===== src/rtl/mmu_pkg.sv =====
// Shared encodings for the MMU controller: request op codes, completion codes
// and FSM state encoding.
package mmu_pkg;

  typedef enum logic [1:0] {
    OP_READ  = 2'b00,
    OP_WRITE = 2'b01,
    OP_FLUSH = 2'b10,
    OP_RSVD  = 2'b11
  } op_e;

  typedef enum logic [1:0] {
    ES_OK     = 2'b00,
    ES_PFAULT = 2'b01,
    ES_PROT   = 2'b10,
    ES_BADOP  = 2'b11
  } esito_e;

  typedef enum logic [2:0] {
    S_IDLE   = 3'd0,
    S_LOOKUP = 3'd1,
    S_TFETCH = 3'd2,
    S_ACCESS = 3'd3,
    S_DONE   = 3'd4
  } state_e;

endpackage


===== src/rtl/mmu_tlb.sv =====
// Fully associative TLB with parallel tag match, round-robin refill and flush-all.
// With MMU_PROT_EN defined each entry also stores a write-permit bit.
module mmu_tlb #(
  parameter int VPN_W   = 4,
  parameter int FRAME_W = 6,
  parameter int NENT    = 4
) (
  input  logic               clock,
  input  logic               reset_n,
  input  logic               flush,
  input  logic [VPN_W-1:0]   vpn,
  output logic               hit,
  output logic [FRAME_W-1:0] frame,
`ifdef MMU_PROT_EN
  output logic               perm,
  input  logic               fill_perm,
`endif
  input  logic               fill,
  input  logic [FRAME_W-1:0] fill_frame
);

  localparam int IDX_W = $clog2(NENT);

  logic [NENT-1:0]    valid;
  logic [VPN_W-1:0]   tag [NENT];
  logic [FRAME_W-1:0] frm [NENT];
  logic [IDX_W-1:0]   ptr;
  logic [IDX_W-1:0]   hit_idx;
  logic [IDX_W-1:0]   fill_idx;

  // NOTE: every variable gets a default before the loop so no latch is inferred.
  always_comb begin
    hit     = 1'b0;
    hit_idx = '0;
    for (int i = 0; i < NENT; i++) begin
      if (valid[i] && tag[i] == vpn) begin
        hit     = 1'b1;
        hit_idx = IDX_W'(i);
      end
    end
  end

  assign frame = frm[hit_idx];

  // A refill always targets the vpn being looked up, so a hit here means an
  // equal-vpn entry that is rewritten in place instead of duplicated.
  assign fill_idx = hit ? hit_idx : ptr;

  // NOTE: state uses non-blocking assignments; only valid bits and the pointer
  // need reset, since an invalid slot's tag and frame are never observed.
  always_ff @(posedge clock or negedge reset_n) begin
    if (!reset_n) begin
      valid <= '0;
      ptr   <= '0;
    end else if (flush) begin
      valid <= '0;
    end else if (fill) begin
      valid[fill_idx] <= 1'b1;
      if (!hit) ptr <= ptr + IDX_W'(1);
    end
  end

  always_ff @(posedge clock) begin
    if (fill) begin
      tag[fill_idx] <= vpn;
      frm[fill_idx] <= fill_frame;
    end
  end

`ifdef MMU_PROT_EN
  logic prm [NENT];

  always_ff @(posedge clock) begin
    if (fill) prm[fill_idx] <= fill_perm;
  end

  assign perm = prm[hit_idx];
`endif

endmodule


===== src/rtl/mmu_ctrl_p.sv =====
// MMU controller: translates logical requests through a TLB, refilling from an
// in-memory relocation table. Define MMU_PROT_EN to enforce the write-permit bit.
module mmu_ctrl_p
  import mmu_pkg::*;
#(
  parameter int                OFF_W    = 4,
  parameter int                LOG_W    = 8,
  parameter int                PHYS_W   = 10,
  parameter int                DATA_W   = 16,
  parameter int                NENT     = 4,
  parameter logic [PHYS_W-1:0] TAB_BASE = 10'h300
) (
  input  logic              clock,
  input  logic              reset_n,
  input  logic              rdyin,
  input  logic [1:0]        op,
  input  logic [LOG_W-1:0]  ind_log,
  input  logic [DATA_W-1:0] datain,
  output logic              ackout,
  output logic [1:0]        esito,
  output logic [DATA_W-1:0] dataout,
  output logic              rdyoutm,
  output logic              opoutm,
  output logic [PHYS_W-1:0] indoutm,
  output logic [DATA_W-1:0] dataoutm,
  input  logic              ackinm,
  input  logic [DATA_W-1:0] datainm
);

  localparam int VPN_W   = LOG_W - OFF_W;
  localparam int FRAME_W = PHYS_W - OFF_W;

  state_e             state, state_d;
  logic [1:0]         op_q;
  logic [LOG_W-1:0]   log_q;
  logic [DATA_W-1:0]  data_q;
  logic [FRAME_W-1:0] frame_q;
  logic [1:0]         esito_d;
  logic               tlb_hit, tlb_fill, tlb_flush, wr_denied;
  logic [FRAME_W-1:0] tlb_frame;
  logic [VPN_W-1:0]   vpn;
  logic [OFF_W-1:0]   offset;

  assign vpn    = log_q[LOG_W-1:OFF_W];
  assign offset = log_q[OFF_W-1:0];

`ifdef MMU_PROT_EN
  logic tlb_perm, perm_now;
  // During a refill the permit comes straight from the fetched table word.
  assign perm_now  = (state == S_TFETCH) ? datainm[DATA_W-2] : tlb_perm;
  assign wr_denied = (op_q == OP_WRITE) && !perm_now;
`else
  assign wr_denied = 1'b0;
`endif

  mmu_tlb #(.VPN_W(VPN_W), .FRAME_W(FRAME_W), .NENT(NENT)) u_tlb (
    .clock      (clock),
    .reset_n    (reset_n),
    .flush      (tlb_flush),
    .vpn        (vpn),
    .hit        (tlb_hit),
    .frame      (tlb_frame),
`ifdef MMU_PROT_EN
    .perm       (tlb_perm),
    .fill_perm  (datainm[DATA_W-2]),
`endif
    .fill       (tlb_fill),
    .fill_frame (datainm[FRAME_W-1:0])
  );

  always_comb begin
    state_d   = state;
    esito_d   = esito;
    tlb_fill  = 1'b0;
    tlb_flush = 1'b0;
    unique case (state)
      S_IDLE: if (rdyin) state_d = S_LOOKUP;
      S_LOOKUP: begin
        if (op_q == OP_FLUSH) begin
          tlb_flush = 1'b1;
          esito_d   = ES_OK;
          state_d   = S_DONE;
        end else if (op_q == OP_RSVD) begin
          esito_d = ES_BADOP;
          state_d = S_DONE;
        end else if (!tlb_hit) begin
          state_d = S_TFETCH;
        end else if (wr_denied) begin
          esito_d = ES_PROT;
          state_d = S_DONE;
        end else begin
          state_d = S_ACCESS;
        end
      end
      S_TFETCH: begin
        if (ackinm) begin
          if (!datainm[DATA_W-1]) begin
            esito_d = ES_PFAULT;
            state_d = S_DONE;
          end else begin
            tlb_fill = 1'b1;
            if (wr_denied) begin
              esito_d = ES_PROT;
              state_d = S_DONE;
            end else begin
              state_d = S_ACCESS;
            end
          end
        end
      end
      S_ACCESS: begin
        if (ackinm) begin
          esito_d = ES_OK;
          state_d = S_DONE;
        end
      end
      S_DONE:  state_d = S_IDLE;
      default: state_d = S_IDLE;
    endcase
  end

  // Memory-side outputs decode straight from state so reset clears them at once.
  always_comb begin
    rdyoutm  = 1'b0;
    opoutm   = 1'b0;
    indoutm  = '0;
    dataoutm = '0;
    if (state == S_TFETCH) begin
      rdyoutm = 1'b1;
      indoutm = TAB_BASE + PHYS_W'(vpn);
    end else if (state == S_ACCESS) begin
      rdyoutm  = 1'b1;
      opoutm   = op_q[0];
      indoutm  = {frame_q, offset};
      dataoutm = data_q;
    end
  end

  assign ackout = (state == S_DONE);

  always_ff @(posedge clock or negedge reset_n) begin
    if (!reset_n) begin
      state   <= S_IDLE;
      op_q    <= '0;
      log_q   <= '0;
      data_q  <= '0;
      frame_q <= '0;
      esito   <= '0;
      dataout <= '0;
    end else begin
      state <= state_d;
      esito <= esito_d;
      if (state == S_IDLE && rdyin) begin
        op_q   <= op;
        log_q  <= ind_log;
        data_q <= datain;
      end
      if (state == S_LOOKUP && tlb_hit) frame_q <= tlb_frame;
      if (state == S_TFETCH && ackinm) frame_q <= datainm[FRAME_W-1:0];
      if (state == S_ACCESS && ackinm && op_q == OP_READ) dataout <= datainm;
    end
  end

endmodule


===== config.mk =====
export PLATFORM = sky130hd
export DESIGN_NAME = mmu_ctrl_p
export DESIGN_NICKNAME = d
export VERILOG_FILES = /design/src/rtl/mmu_pkg.sv /design/src/rtl/mmu_tlb.sv /design/src/rtl/mmu_ctrl_p.sv
export SDC_FILE = /design/constraint.sdc
export NUM_CORES = 1
export LEC_CHECK = 0
export CAP_MARGIN = 10
export CORE_ASPECT_RATIO = 1.2
export CORE_UTILIZATION = 57
export CTS_BUF_LIST = sky130_fd_sc_hd__clkbuf_4 sky130_fd_sc_hd__clkbuf_8
export DETAILED_ROUTE_END_ITERATION = 8
export GPL_TIMING_DRIVEN = 1
export PLACE_DENSITY = 0.88
export SLEW_MARGIN = 20
export SYNTH_ARGS = -nofsm -noshare
export SYNTH_HDL_FRONTEND = slang
export SYNTH_SLANG_ARGS = --single-unit

===== constraint.sdc =====
create_clock -name clock -period 3.9 [get_ports clock]
set_input_delay 0.39 -clock clock [delete_from_list [all_inputs] [get_ports clock]]
set_output_delay 0.39 -clock clock [all_outputs]
set_load 0.01 [all_outputs]

# After elaboration in Yosys (flattened, before gate mapping)

Memories as Yosys holds them, arrays and structs flattened.
Cells that the tools add are included.

Register bits after elaboration: 59
Word-level logic and storage cells: 94
Memories kept: 2
Output and inout port bits: 47
Input port bits: 46
Memory bits (writable): 40

Memory list:

| name      | depth | width | rd ports | clocked after memory_dff | wr ports | RTL line      | RTL |
|---|---|---|---|---|---|---|---|
| u_tlb.frm | 4     | 6     | 1        | 0                        | 1        | mmu_tlb.sv:26 | `logic [FRAME_W-1:0] frm [NENT];` |
| u_tlb.tag | 4     | 4     | 4        | 0                        | 1        | mmu_tlb.sv:25 | `logic [VPN_W-1:0] tag [NENT];` |

Bitwise logic cells: 3
Multiplexer cells: 43
Equality and inequality tests: 15
$add $sub $neg: 2
$lt $le $gt $ge: 2
Reduce and logical (&&, ||, !) cells: 18

Operator list:

| cell                 | count |
|---|---|
| $mux 16              | 2 |
| $mux 10              | 2 |
| $mux 1               | 18 |
| $mux 3               | 6 |
| $eq 4x4->1           | 4 |
| $mux 2               | 8 |
| $mux 6               | 2 |
| $pmux 3 s4           | 1 |
| $add 9x5->10 const A | 1 |
| $logic_and 1x1->1    | 10 |
| $mux 4               | 2 |
| $ne 2x2->1 const B   | 4 |
| $eq 3x2->1 const B   | 2 |
| $pmux 2 s3           | 1 |
| $reduce_and 3->1     | 2 |
| $reduce_and 5->1     | 1 |
| $eq 2x2->1 const B   | 2 |
| $or 4x4->4           | 1 |
| $reduce_bool 2->1    | 2 |
| $eq 3x1->1 const B   | 1 |
| $eq 3x3->1 const B   | 1 |
| $logic_not 3->1      | 1 |
| $lt 2x3->1 const B   | 1 |
| $ne 3x3->1 const B   | 1 |
| 6 further kinds      | 7 |

# Depth between registers and ports, before layout

Gate-level depths: netlist (run 1).
An unclocked memory read counts as a cell.

Depth after elaboration: 15
Gate-level depth with buffers: 8
Depth with buffers taken out: 6

# By module

From an unflattened synthesis (run 1), not the netlist that was laid out.

Cell total of the unflattened synthesis: 315
Area total of the unflattened synthesis: 4,410.5 sq um

By module, submodules not included:

| module     | times used | area an instance (sq um) | cells each |
|---|---|---|---|
| mmu_ctrl_p | 1          | 2,458.6                  | 190 |
| mmu_tlb    | 1          | 1,951.9                  | 125 |

# Worst setup path after synthesis (run 1)

No wires, ideal clock.

Path kind: flip-flop to flip-flop
Start: register state[2]
End: memory u_tlb.frm[0][0], enable pin
Buffers on the path: 2
Arrival: 2,047 ps
Cell stages (with the launch flop): 8
Path slack: 1,461 ps
Cell sequence: dfrtp_1 > buf_2 > nand2b_4 > buf_6 > nor2_8 > nand2_2 > or2_1 > nor3_1

Longest elaborated chain between the ends: 4

RTL lines:

| item                         | RTL line          | RTL |
|---|---|---|
| start, declared              | mmu_ctrl_p.sv:33  | `state_e state, state_d;` |
| start signal, assigned       | mmu_ctrl_p.sv:151 | `state <= state_d;` |
| $eq 3x2->1                   | mmu_ctrl_p.sv:76  | `unique case (state)` |
| $mux 1                       | mmu_ctrl_p.sv:76  |  |
| $mux 1                       | mmu_tlb.sv:64     | `if (fill) begin` |
| $mux 1 (not written as such) | mmu_tlb.sv:66     | `frm[fill_idx] <= fill_frame;` |
| end, declared                | mmu_tlb.sv:26     |  |

No other way between the ends.

# Final worst setup path (run 1)

Start: register state[2]
End: output port indoutm[7]

Longest elaborated chain between the ends: 3
Elaborated cells between the ends (all ways): 4
Classes of those cells: 2 x eq/ne; 2 x mux

RTL lines:

| item          | RTL line          | RTL |
|---|---|---|
| $eq 3x2->1    | mmu_ctrl_p.sv:131 | `end else if (state == S_ACCESS) begin` |
| $mux 10       | mmu_ctrl_p.sv:131 |  |
| $mux 10 (*)   | mmu_ctrl_p.sv:128 | `if (state == S_TFETCH) begin` |
| end, declared | mmu_ctrl_p.sv:24  | `output logic [PHYS_W-1:0] indoutm,` |

Mark *: on every way between the ends. The rest lies on a longest branch, timed or not.

==> results.md, run 1 <==
- FF/Latch Area: 0.002679 sq mm
- Initial antenna violation count: 0
- Leak pwr: 2.225 nW
- Finished Cell Area: 0.005522 sq mm
- Setup WS post-layout: 1.019 ns
- Synth Flop Type: dfrtp_1
- Fillers: 467
- Mean Syn Cell Area: 13.58 sq um
- PostCTS Resize Cnt: 0
- Syn Nets: 369
- Total Routed Length: 9.336 mm
- CTS Root Cell: clkbuf_8
- Placed cell areas: 0.005323 sq mm
- Share of cells above drive strength 1: 0.1871
- Status: completed
- FMAX: 347.1 MHz
- P&R area growth vs syn: 25.87%
- Routed vias/inst: 5.799
- Via count of the first global-routing pass: 3043
- Final net count: 458
- Ports: 93
- Tcrit/Tclk final: 0.7388
- Die height: 98.10 microns
- Sink Count: 99
- Synth Instances: 323
- Crit. End Element: output pin
- H-tree depth: 3
- Post-CTS Setup Repair Bufs: 0
- Clk_lat worst skew: 0.37 ns
- Grt ovf: 0
- WHS: 0.1576 ns
- Critical path class: reg -> out
- Setup TNS Final: 0 ns
- RSZ-0062 raised after global routing: no
- Setup WS pre-CTS: 1.227 ns
- # Max-Cap Violations: 0
- Slew at the pin with the worst max-slew slack: 0.9859 ns
- Worst vdd ir: 0.0004021 V
- Tmin final: 2.881 ns
- Hold Fails Final Rpt: 0
- Global-route wire length before repair: 14.97 mm
- DP Cell Count: 491
- Slew headroom: 0.3427
- Number of port buffers: 92
- Vias: 2940
- Setup Skew: 0.01129 ns
- Yosys cell types: 46
- Post-Syn Area: 0.004387 sq mm
- Crit Path Max Fanout: 23
- CTS hold repair buffers: 0
- Inserted Clock Buffers: 9
- Hold Path Class: in -> async
- Initial Util: 0.5961
- Initial DRC count: 169
- CP required: 3.51 ns
- Multi-input logic area: 0.001526 sq mm
- Core area: 0.007360 sq mm
- Die area: 0.008053 sq mm
- CTS Buffer Depth: 2
- Seq cells post-synth: 99
- Commonest cells after routing, fill and taps aside: 91 x clkdlybuf4s50_1, 58 x dfrtp_1, 40 x mux2_2, 40 x edfxtp_1, 21 x and3_1
- Final HPWL DP: 6.462 mm
- Pin count of the biggest net entering global routing: 60
- Die X: 82.09 microns
- Number of diodes: 0
- Detail Route Antenna Nets: 0
- Asr flop ratio synth: 0.5960
- Finish-stage setup viols: 0
- Power per cell area: 644.6 mW/mm^2
- Register area share after synthesis: 0.6104
- Reg clk slew, reported paths: 0.10 ns
- Gpl congestion: 0.8383
- Drt pass-1 iters: 4
- Post-layout util: 0.7503
- Startpoint Class: register
- Most common cell after layout, fill and taps aside: clkdlybuf4s50_1
- Non-Filler Instances: 507
- Critical path arrival: 2.49 ns
- Post-route DRC: 0
- YS warnings: 0
- Post-synth EDFFs: 40
- Std-Cell Rows: 34
- Design Power: 3.559 mW
- All-Layer GR Usage: 0.2545
- Fin. max-slew vios: 0
- CTS tree: built
- Avg WL per Cell: 18.41 microns
## state kept, by name, indices dropped and copies added, names as in the netlist
name         flops
u_tlb.valid      4
dataout         16
u_tlb.tag       16
u_tlb.frm       24
log_q            8
frame_q          6
op_q             2
esito            2
u_tlb.ptr        2
state            3
data_q          16
## logic make-up (layout without fill, tap and decap cells)
family	after synthesis	after routing	synth area share
xor+xnor	18	18	0.04107
simple gates	79	79	0.1087
buf+inv	33	127	0.04164
flops	99	99	0.6104
mux	46	46	0.1178
compound gates	48	48	0.08043
## critical path, cell delays in order, from the launching register on
cell and delay [ns]:
dfrtp_1 0.49, nand2b_4 0.25, inv_1 0.53, and3_1 0.27, clkdlybuf4s50_1 0.58
## final timing paths
check,startpoint,to,slack [ns],cells past startpoint
worst max-delay path,state[2],indoutm[7],1.02,4
worst min-delay path,reset_n,data_q[15],0.16,2
worst max register to register,log_q[5],u_tlb.tag[3][3],1.19,6
worst min register to register,u_tlb.frm[3][0],frame_q[0],0.50,2
max in group asynchronous,reset_n,state[0],3.22,2
min in group clock,u_tlb.frm[3][0],frame_q[0],0.50,2
## synth_stat cells (4+ instances only)
library cell	instances	area [sq um]
dfrtp_1	59	1476
edfxtp_1	40	1201
mux2_2	40	450.4
and3_1	21	131.4
nor2_1	15	56.30
inv_1	14	52.55
nand3_1	13	65.06
o211ai_1	13	97.59
xnor2_1	13	113.9
o21ai_0	12	60.06
a21oi_1	7	35.03
a22oi_1	7	52.55
nand2_1	7	26.28
buf_6	6	67.56
buf_2	5	25.02
clkbuf_1	5	18.77
mux2i_1	4	40.04
nand2b_1	4	25.02
## routing by layer
layer,share of wire,GRT usage,routed length (microns),up-vias
li1,-,-,-,1349
met1,0.40,0.3156,3734,1447
met2,0.50,0.4075,4666,115
met3,0.064,0.04860,601,29
met4,0.036,0.1498,334,0
met5,0,0,0,-
## where the power goes
| part | internal [mW] | switching (mW) |
|---|---|---|
| Sequential | 1.41 | 0.295 |
| Combinational | 0.680 | 0.505 |
| Clock | 0.301 | 0.365 |
## final cells by class
cell class | instances | area share
sequential | 99 | 0.4852
multi-input combinational | 191 | 0.2765
timing repair buffer | 97 | 0.1727
clock buffer | 9 | 0.02243
tap | 90 | 0.02039
clock inverter | 7 | 0.01337
inverter | 14 | 0.009517
No activity file was read; power rests on OpenSTA's default activity.
==> run 2: changes to the inputs <==
--- a/config.mk
+++ b/config.mk
@@ -7,11 +7,11 @@
 export LEC_CHECK = 0
 export CAP_MARGIN = 10
 export CORE_ASPECT_RATIO = 1.2
-export CORE_UTILIZATION = 57
+export CORE_UTILIZATION = 53
 export CTS_BUF_LIST = sky130_fd_sc_hd__clkbuf_4 sky130_fd_sc_hd__clkbuf_8
 export DETAILED_ROUTE_END_ITERATION = 8
 export GPL_TIMING_DRIVEN = 1
-export PLACE_DENSITY = 0.88
+export PLACE_DENSITY = 0.83
 export SLEW_MARGIN = 20
 export SYNTH_ARGS = -nofsm -noshare
 export SYNTH_HDL_FRONTEND = slang
==> constraint.sdc (replaced) <==
create_clock -name clock -period 2.8 [get_ports clock]
set_input_delay 0.28 -clock clock [delete_from_list [all_inputs] [get_ports clock]]
set_output_delay 0.28 -clock clock [all_outputs]
set_load 0.01 [all_outputs]
==> results.md, run 2 (synthesized netlist as in run 1, its figures left out) <==
- Status: completed
- Vias: 2858 (-2.8%)
- Leak pwr: 2.253 nW (+1.2%)
- Slew headroom: 0.3953 (+0.05259)
- Setup WS post-layout: 0.1763 ns (-0.8423 ns)
- Post-CTS Setup Repair Bufs: 0 (unchanged)
- Initial Util: 0.5441 (-0.05198)
- Avg WL per Cell: 16.98 microns (-7.8%)
- Setup Skew: 0.01214 ns (+0.0008471 ns)
- Initial DRC count: 142 (-16%)
- Non-Filler Instances: 517 (+2.0%)
- Largest Register: u_tlb.frm
- Design Power: 5.000 mW (+40%)
- Drt pass-1 iters: 4 (unchanged)
- Tmin final: 2.624 ns
- DP Cell Count: 501 (+2.0%)
- Power per cell area: 895.7 mW/mm^2 (+39%)
- Fin. max-slew vios: 0 (unchanged)
- # Max-Cap Violations: 0 (unchanged)
- CTS hold repair buffers: 0 (unchanged)
- CTS Buffer Depth: 2 (unchanged)
- Number of port buffers: 92 (unchanged)
- Setup WS pre-CTS: 0.4991 ns (-0.7281 ns)
- Worst vdd ir: 0.0003958 V (-1.6%)
- Startpoint Class: register
- CTS tree: built
- H-tree depth: 3 (unchanged)
- Fillers: 549 (+18%)
- Placed cell areas: 0.005366 sq mm (+0.82%)
- Sink Count: 99 (unchanged)
- Critical path arrival: 2.34 ns (-0.15 ns)
- Total Routed Length: 8.779 mm (-6.0%)
- All-Layer GR Usage: 0.2155 (-0.03896)
- Global-route wire length before repair: 14.21 mm (-5.1%)
- FMAX: 381.1 MHz
- RSZ-0062 raised after global routing: no
- Finish-stage setup viols: 0 (unchanged)
- Final HPWL DP: 6.334 mm (-2.0%)
- Max FFs per register: 24 (unchanged)
- Critical path class: reg -> out
- PostCTS Resize Cnt: 0 (unchanged)
- Top delay family on crit path: buffers and inverters
- Number of diodes: 0 (unchanged)
- Pin count of the biggest net entering global routing: 41 (-32%)
- Ports: 93 (unchanged)
- Hold Fails Final Rpt: 0 (unchanged)
- Post-layout util: 0.6924 (-0.05783)
- Die height: 101.7 microns (+3.6%)
- Routed vias/inst: 5.528 (-4.7%)
- Gpl congestion: 0.8587 (+2.4%)
- Die X: 85.05 microns (+3.6%)
- CTS Root Cell: clkbuf_8
- CP max stage delay: 0.55 ns (-0.03 ns)
- Most common cell after layout, fill and taps aside: clkdlybuf4s50_1
- Inserted Clock Buffers: 9 (unchanged)
- Share of cells above drive strength 1: 0.1943 (+0.007262)
- Clk_lat worst skew: 0.36 ns (about the same)
- R2R Setup Slk: 0.52 ns (-0.67 ns)
- Via count of the first global-routing pass: 2883 (-5.3%)
- Detail Route Antenna Nets: 0 (unchanged)
- Crit-path cells: nand2b_4 -> inv_1 -> and3_1 -> clkdlybuf4s50_1
- Setup TNS Final: 0 ns (unchanged)
- Final net count: 463 (+1.1%)
- CP max stage cell: clkdlybuf4s50_1
- Std-Cell Rows: 36 (+5.9%)
- Slew at the pin with the worst max-slew slack: 0.9070 ns (-0.07889 ns)
- CP required: 2.52 ns (-0.99 ns)
- Hold Path Class: in -> async
- Commonest cells after routing, fill and taps aside: 91 x clkdlybuf4s50_1, 59 x dfrtp_1, 40 x mux2_2, 40 x edfxtp_1, 21 x and3_1
- Grt ovf: 0 (unchanged)
- Post-route DRC: 0 (unchanged)
- Die area: 0.008646 sq mm (+7.4%)
- Crit. End Element: output pin
- Tcrit/Tclk final: 0.9370
- Crit Path Max Fanout: 23 (unchanged)
- P&R area growth vs syn: 27.27%
- WHS: 0.04140 ns (-0.1162 ns)
- Initial antenna violation count: 0 (unchanged)
- WP buf/inv: 2 (unchanged)
- Finished Cell Area: 0.005583 sq mm (+1.1%)
- Core area: 0.008063 sq mm (+9.6%)
- Reg clk slew, reported paths: 0.09 ns (about the same)
## run 2: changes by cell type in the layout (fill, tap and decap cells not counted)
| cell | previous run | this run |
|---|---|---|
| buf_4 | 5 | 10 |
| inv_6 | 3 | 0 |
| dfrtp_2 | 1 | 0 |
| bufinv_16 | 1 | 2 |
| dfrtp_1 | 58 | 59 |
| clkinvlp_4 | 1 | 3 |
## run 2: area by class of cell
cell class | instances | area (sq um) | share of cell area
clock buffer | 9 | 123.9 | 0.02219
clock inverter | 7 | 92.59 | 0.01658
sequential | 99 | 2678 | 0.4796
tap | 95 | 118.9 | 0.02129
multi-input combinational | 191 | 1526 | 0.2734
inverter | 14 | 52.55 | 0.009413
timing repair buffer | 102 | 991.0 | 0.1775
## run 2: report_power, final
part | leakage, nW | internal [mW] | total (mW) | switching [mW]
clock | 0.101 | 0.499 | 0.978 | 0.479
sequential | 1.09 | 1.97 | 2.35 | 0.379
combinational | 1.06 | 0.955 | 1.68 | 0.721
## run 2: worst reg2reg max path: cells and delay by family (launching register included)
family	cells	cell delay, ns
compound gates	1	0.29
flops	1	0.56
xor+xnor	1	0.24
buf+inv	1	0.23
simple gates	2	0.67
## run 2: path summary, 6_finish.rpt
check / startpoint / to / depth (start not counted)
min in group clock: data_q[8] / data_q[8] / 1
max: state[2] / indoutm[7] / 4
min reg2reg: data_q[8] / data_q[8] / 1
max reg2reg: log_q[7] / u_tlb.tag[2][2] / 5
max in group asynchronous: reset_n / log_q[7] / 2
min: reset_n / data_q[13] / 1
## run 2: metal layers
metal  up-vias  global-route usage  wire length (microns)
li1       1356                   -                      -
met1      1403              0.2713                   3658
met2        81              0.3623                   4517
met3        18             0.03423                    394
met4         0              0.1134                    210
met5         -                   0                      0
